`src/rtl/ucode_sequencer.sv`:
```
// rtl/ucode_sequencer.sv - microcoded datapath control sequencer
// Loadable microcode table drives the control word; branches on mayor/bandera.
module ucode_sequencer #(
  parameter int CW_W      = 15,
  parameter int AW        = 4,
  parameter int MAX_STEPS = 256
) (
  input  logic                  clk,
  input  logic                  rst,
  input  logic                  start,
  input  logic                  mayor,
  input  logic                  bandera,
  input  logic                  ld_en,
  input  logic [AW-1:0]         ld_addr,
  input  logic [3+AW+CW_W-1:0]  ld_data,
  output logic                  ld_ack,
  output logic [CW_W-1:0]       o_signal,
  output logic                  busy,
  output logic                  done,
  output logic                  err,
  output logic [15:0]           steps
);

  localparam int DW    = 3 + AW + CW_W;
  localparam int DEPTH = 1 << AW;

  localparam logic [2:0] OP_NEXT   = 3'b000;
  localparam logic [2:0] OP_JMP    = 3'b001;
  localparam logic [2:0] OP_BR_MAY = 3'b010;
  localparam logic [2:0] OP_BR_BAN = 3'b011;

  typedef enum logic [1:0] {S_IDLE, S_RUN, S_DONE, S_ERR} state_t;

  state_t          state_q, state_d;
  logic [AW-1:0]   pc_q, pc_d;
  logic [15:0]     steps_q, steps_d;
  logic            ld_ack_q, ld_ack_d;
  logic            mem_we;
  logic [DW-1:0]   mem_q [DEPTH];

  logic [DW-1:0]   word;
  logic [2:0]      op;
  logic [AW-1:0]   target;
  logic [AW-1:0]   pc_inc;
  logic [16:0]     steps_inc;
  logic [15:0]     steps_sat;
  logic            wd_hit;

  assign word      = mem_q[pc_q];
  assign op        = word[DW-1 -: 3];
  assign target    = word[CW_W +: AW];
  assign pc_inc    = pc_q + AW'(1);
  assign steps_inc = {1'b0, steps_q} + 17'd1;
  assign steps_sat = (steps_q == 16'hFFFF) ? steps_q : steps_inc[15:0];
  // Watchdog fires on the edge that would execute the MAX_STEPS-th non-halt word.
  assign wd_hit    = (MAX_STEPS != 0) && (steps_inc == 17'(MAX_STEPS));

  always_comb begin
    state_d  = state_q;
    pc_d     = pc_q;
    steps_d  = steps_q;
    ld_ack_d = 1'b0;
    mem_we   = 1'b0;
    o_signal = '0;
    case (state_q)
      S_RUN: begin
        o_signal = word[CW_W-1:0];
        steps_d  = steps_sat;
        case (op)
          OP_NEXT:   pc_d = pc_inc;
          OP_JMP:    pc_d = target;
          OP_BR_MAY: pc_d = mayor ? target : pc_inc;
          OP_BR_BAN: pc_d = bandera ? target : pc_inc;
          default:   state_d = S_DONE;
        endcase
        if (!op[2] && wd_hit) begin
          state_d = S_ERR;
        end
      end
      default: begin
        // Loading takes priority over start in the quiescent states.
        if (ld_en) begin
          mem_we   = 1'b1;
          ld_ack_d = 1'b1;
        end else if (start) begin
          pc_d    = '0;
          steps_d = '0;
          state_d = S_RUN;
        end
      end
    endcase
  end

  always_ff @(posedge clk) begin
    if (rst) begin
      state_q  <= S_IDLE;
      pc_q     <= '0;
      steps_q  <= '0;
      ld_ack_q <= 1'b0;
    end else begin
      state_q  <= state_d;
      pc_q     <= pc_d;
      steps_q  <= steps_d;
      ld_ack_q <= ld_ack_d;
    end
  end

  // Microcode storage survives reset.
  always_ff @(posedge clk) begin
    if (mem_we && !rst) begin
      mem_q[ld_addr] <= ld_data;
    end
  end

  assign busy   = (state_q == S_RUN);
  assign done   = (state_q == S_DONE);
  assign err    = (state_q == S_ERR);
  assign steps  = steps_q;
  assign ld_ack = ld_ack_q;

endmodule
```
`config.mk`:
```
export PLATFORM = sky130hd
export DESIGN_NAME = ucode_sequencer
export DESIGN_NICKNAME = d
export VERILOG_FILES = /design/src/rtl/ucode_sequencer.sv
export SDC_FILE = /design/constraint.sdc
export NUM_CORES = 1
export LEC_CHECK = 0
export ABC_AREA = 0
export BUFFER_PORTS_ARGS = -buffer_cell sky130_fd_sc_hd__buf_2
export CORE_MARGIN = 8
export CORE_UTILIZATION = 55
export DETAILED_ROUTE_END_ITERATION = 16
export GPL_TIMING_DRIVEN = 1
export PLACE_DENSITY = 0.79
export SYNTH_ARGS = -nofsm -noshare
export SYNTH_HDL_FRONTEND = slang
export SYNTH_SLANG_ARGS = --single-unit
export TNS_END_PERCENT = 50
```
`constraint.sdc`:
```
create_clock -name clk -period 3.2 [get_ports clk]
set_clock_uncertainty 0.05 [all_clocks]
set_input_delay 0.48 -clock clk [delete_from_list [all_inputs] [get_ports clk]]
set_output_delay 0.48 -clock clk [all_outputs]
set_load 0.02 [all_outputs]
```
==> qor.yml <==
status: "finished clean"
dp_hpwl_microns: 18000
whs_ps: 277
cp.required_ps: 2670
grt_first_pass_wirelength_microns: 51500
power_density_nw_per_um2: 597
gp_congestion: 0.803
die_height_microns: 181
final_cells: 1227
cts_buffer_depth: 3
seqCellArea_sq_um: 11100
die_x_microns: 181
fillers: 1686
async_flop_share: 0
final_util: 0.647
max_freq_mhz: 318
tightest_slew_ps: 700
avgSynthCellArea_sq_um: 20.2
path_clk_slew_ps: 60
final.setup.worst_slack_ps: 51.9
crit_path_start_kind: "flip-flop"
finalSetupTns_ps: 0
rows: 60
cts_htree_levels: 2
period_needed_ps: 3150
final_cell_mix: "edfxtp_1 (352), mux4_2 (104), buf_2 (66)"
synth.net_count: 772
synth_cell_type_count: 49
drt_wl_total_microns: 34900
multiInputGateArea_sq_um: 3670
drc_errors: 0
hold_viol: 0
worstSetupPathType: "reg2out"
peakVddDrop_mv: 0.504
dpl.cell_count: 1147
syn2layout_area_growth_pct: 16.3
drt_iter0_drc: 846
grt_max_degree: 39
final_common_cell: "edfxtp_1"
drv_cap: 0
finalCritPeriodShare: 0.984
hold_class: "in2reg"
routed_via_density: 6.38
grt_setup_unrepaired: "yes"
io_pins: 67
core_region_area_sq_um: 26800
vias: 7828
critPathMaxFanout: 7
port_buffers: 66
cts_inserted_buffers: 38
relSlewSlack: 0.529
syn_area_sq_um: 14900
first_pass_iters: 5
die-area_sq_um: 32600
fin_nets: 892
hp-start: "ld_data[12]"
end_kind: "output pin"
cts.sinks: 379
cts_tree: "yes"
cp.arrival_ps: 2620
yosysSeqAreaShare: 0.745
synth_flop_cell: "edfxtp_1"
p_leak_nw: 5.56
grt_pass1_vias: 8031
postCtsHoldBufs: 0
ys_warn_count: 0
slew_violations: 0
grt_util_all_layers: 0.214
setup_viol: 0
syn_inst: 737
dp_slack_ps: 344
clk_latency_ps: 530
drive_above_1_share: 0.344
start_util: 0.556
overflow: 0
cts_root_buf: "clkbuf_16"
synth-seq-cells: 379
wl_per_cell_microns: 28.4
antenna_found_initial: 1
ant_nets: 0
synth-edff-count: 352
repair_timing:
action | 4_1_cts | 5_1_grt
gates cloned | 1 | 0
setup endpoints to repair | 13 | 7
gates resized for setup | 0 | 3
hold endpoints to repair | 0 | 0
setup buffers | 9 | 1
flip-flops by register name (all words and copies together) (netlist names), named ones only:
| register | cells |
|---|---|
| ld_ack | 1 |
| pc_q | 4 |
| state_q | 2 |
| mem_q | 352 |
| steps | 16 |
worst paths after layout:
check        slack, ps       endpoint  depth (start not counted)
min                280  mem_q[12][12]                          1
min reg2reg        480      flip-flop                          2
max reg2reg        500      flip-flop                          7
max                 50   o_signal[11]                          6
cell usage after synthesis (2+ instances only):
cell | instances | area, sq um
a211oi_1 | 2 | 15.0
a21oi_1 | 20 | 100
a2bb2oi_1 | 2 | 17.5
a31oi_1 | 3 | 18.8
and2_1 | 18 | 113
and3_1 | 4 | 25.0
buf_2 | 14 | 70.1
buf_4 | 2 | 15.0
clkbuf_1 | 18 | 67.6
dfxtp_1 | 27 | 541
edfxtp_1 | 352 | 10600
ha_1 | 3 | 37.5
inv_1 | 7 | 26.3
mux2_2 | 5 | 56.3
mux2i_1 | 4 | 40.0
mux4_2 | 104 | 2340
nand2_1 | 18 | 67.6
nand2b_1 | 5 | 31.3
nand3_1 | 14 | 70.1
nand3b_1 | 6 | 45.0
nand4_1 | 4 | 25.0
nor2_1 | 36 | 135
nor2b_1 | 5 | 31.3
nor3_1 | 8 | 40.0
nor4_1 | 6 | 37.5
o211ai_1 | 3 | 22.5
o21ai_0 | 14 | 70.1
o22ai_1 | 4 | 25.0
o311a_1 | 2 | 20.0
or3_1 | 2 | 12.5
xnor2_1 | 6 | 52.6
xor2_1 | 2 | 17.5
area by class of cell:
cell class	instances	share of cell area
Sequential cell	379	0.641
Multi-Input combinational cell	316	0.212
Clock buffer	48	0.0582
Timing Repair Buffer	115	0.0480
Tap cell	341	0.0246
Clock inverter	20	0.0146
Inverter	7	0.00152
Antenna cell	1	0.000144
metrics by stage:
stage	total power [W]	area, sq um
after global placement	0.00594	15900
final	0.0104	17300
after floorplan	0.00578	14900
after global routing	0.0106	17300
after CTS	0.0104	17300
after detailed placement	0.00595	15900
worst max-delay path, cell delays in order, from the launching register on:
cell and delay, ps:
dfxtp_4 440, buf_12 150, buf_6 150, mux4_2 530
mux4_2 500, and2_1 170, buf_2 150
routing by layer:
| layer | share of wire | global-route usage |
|---|---|---|
| met5 | 0 | 0 |
| met1 | 0.38 | 0.268 |
| met2 | 0.52 | 0.370 |
| met4 | 0.021 | 0.0651 |
| met3 | 0.073 | 0.0450 |
kinds of logic after synthesis:
logic type,synth area share
compound gates,0.0252
xor+xnor,0.00470
fa+ha+maj,0.00252
buf+inv,0.0123
flops,0.745
mux,0.165
simple gates,0.0454
power breakdown:
part / leakage, nW / switching (W) / internal [W] / total (W)
Sequential: 3.39 / 0.0000197 / 0.00545 / 0.00547
Combinational: 1.57 / 0.000242 / 0.000162 / 0.000405
Clock: 0.604 / 0.00182 / 0.00266 / 0.00448
No activity file was read; power rests on OpenSTA's default activity.
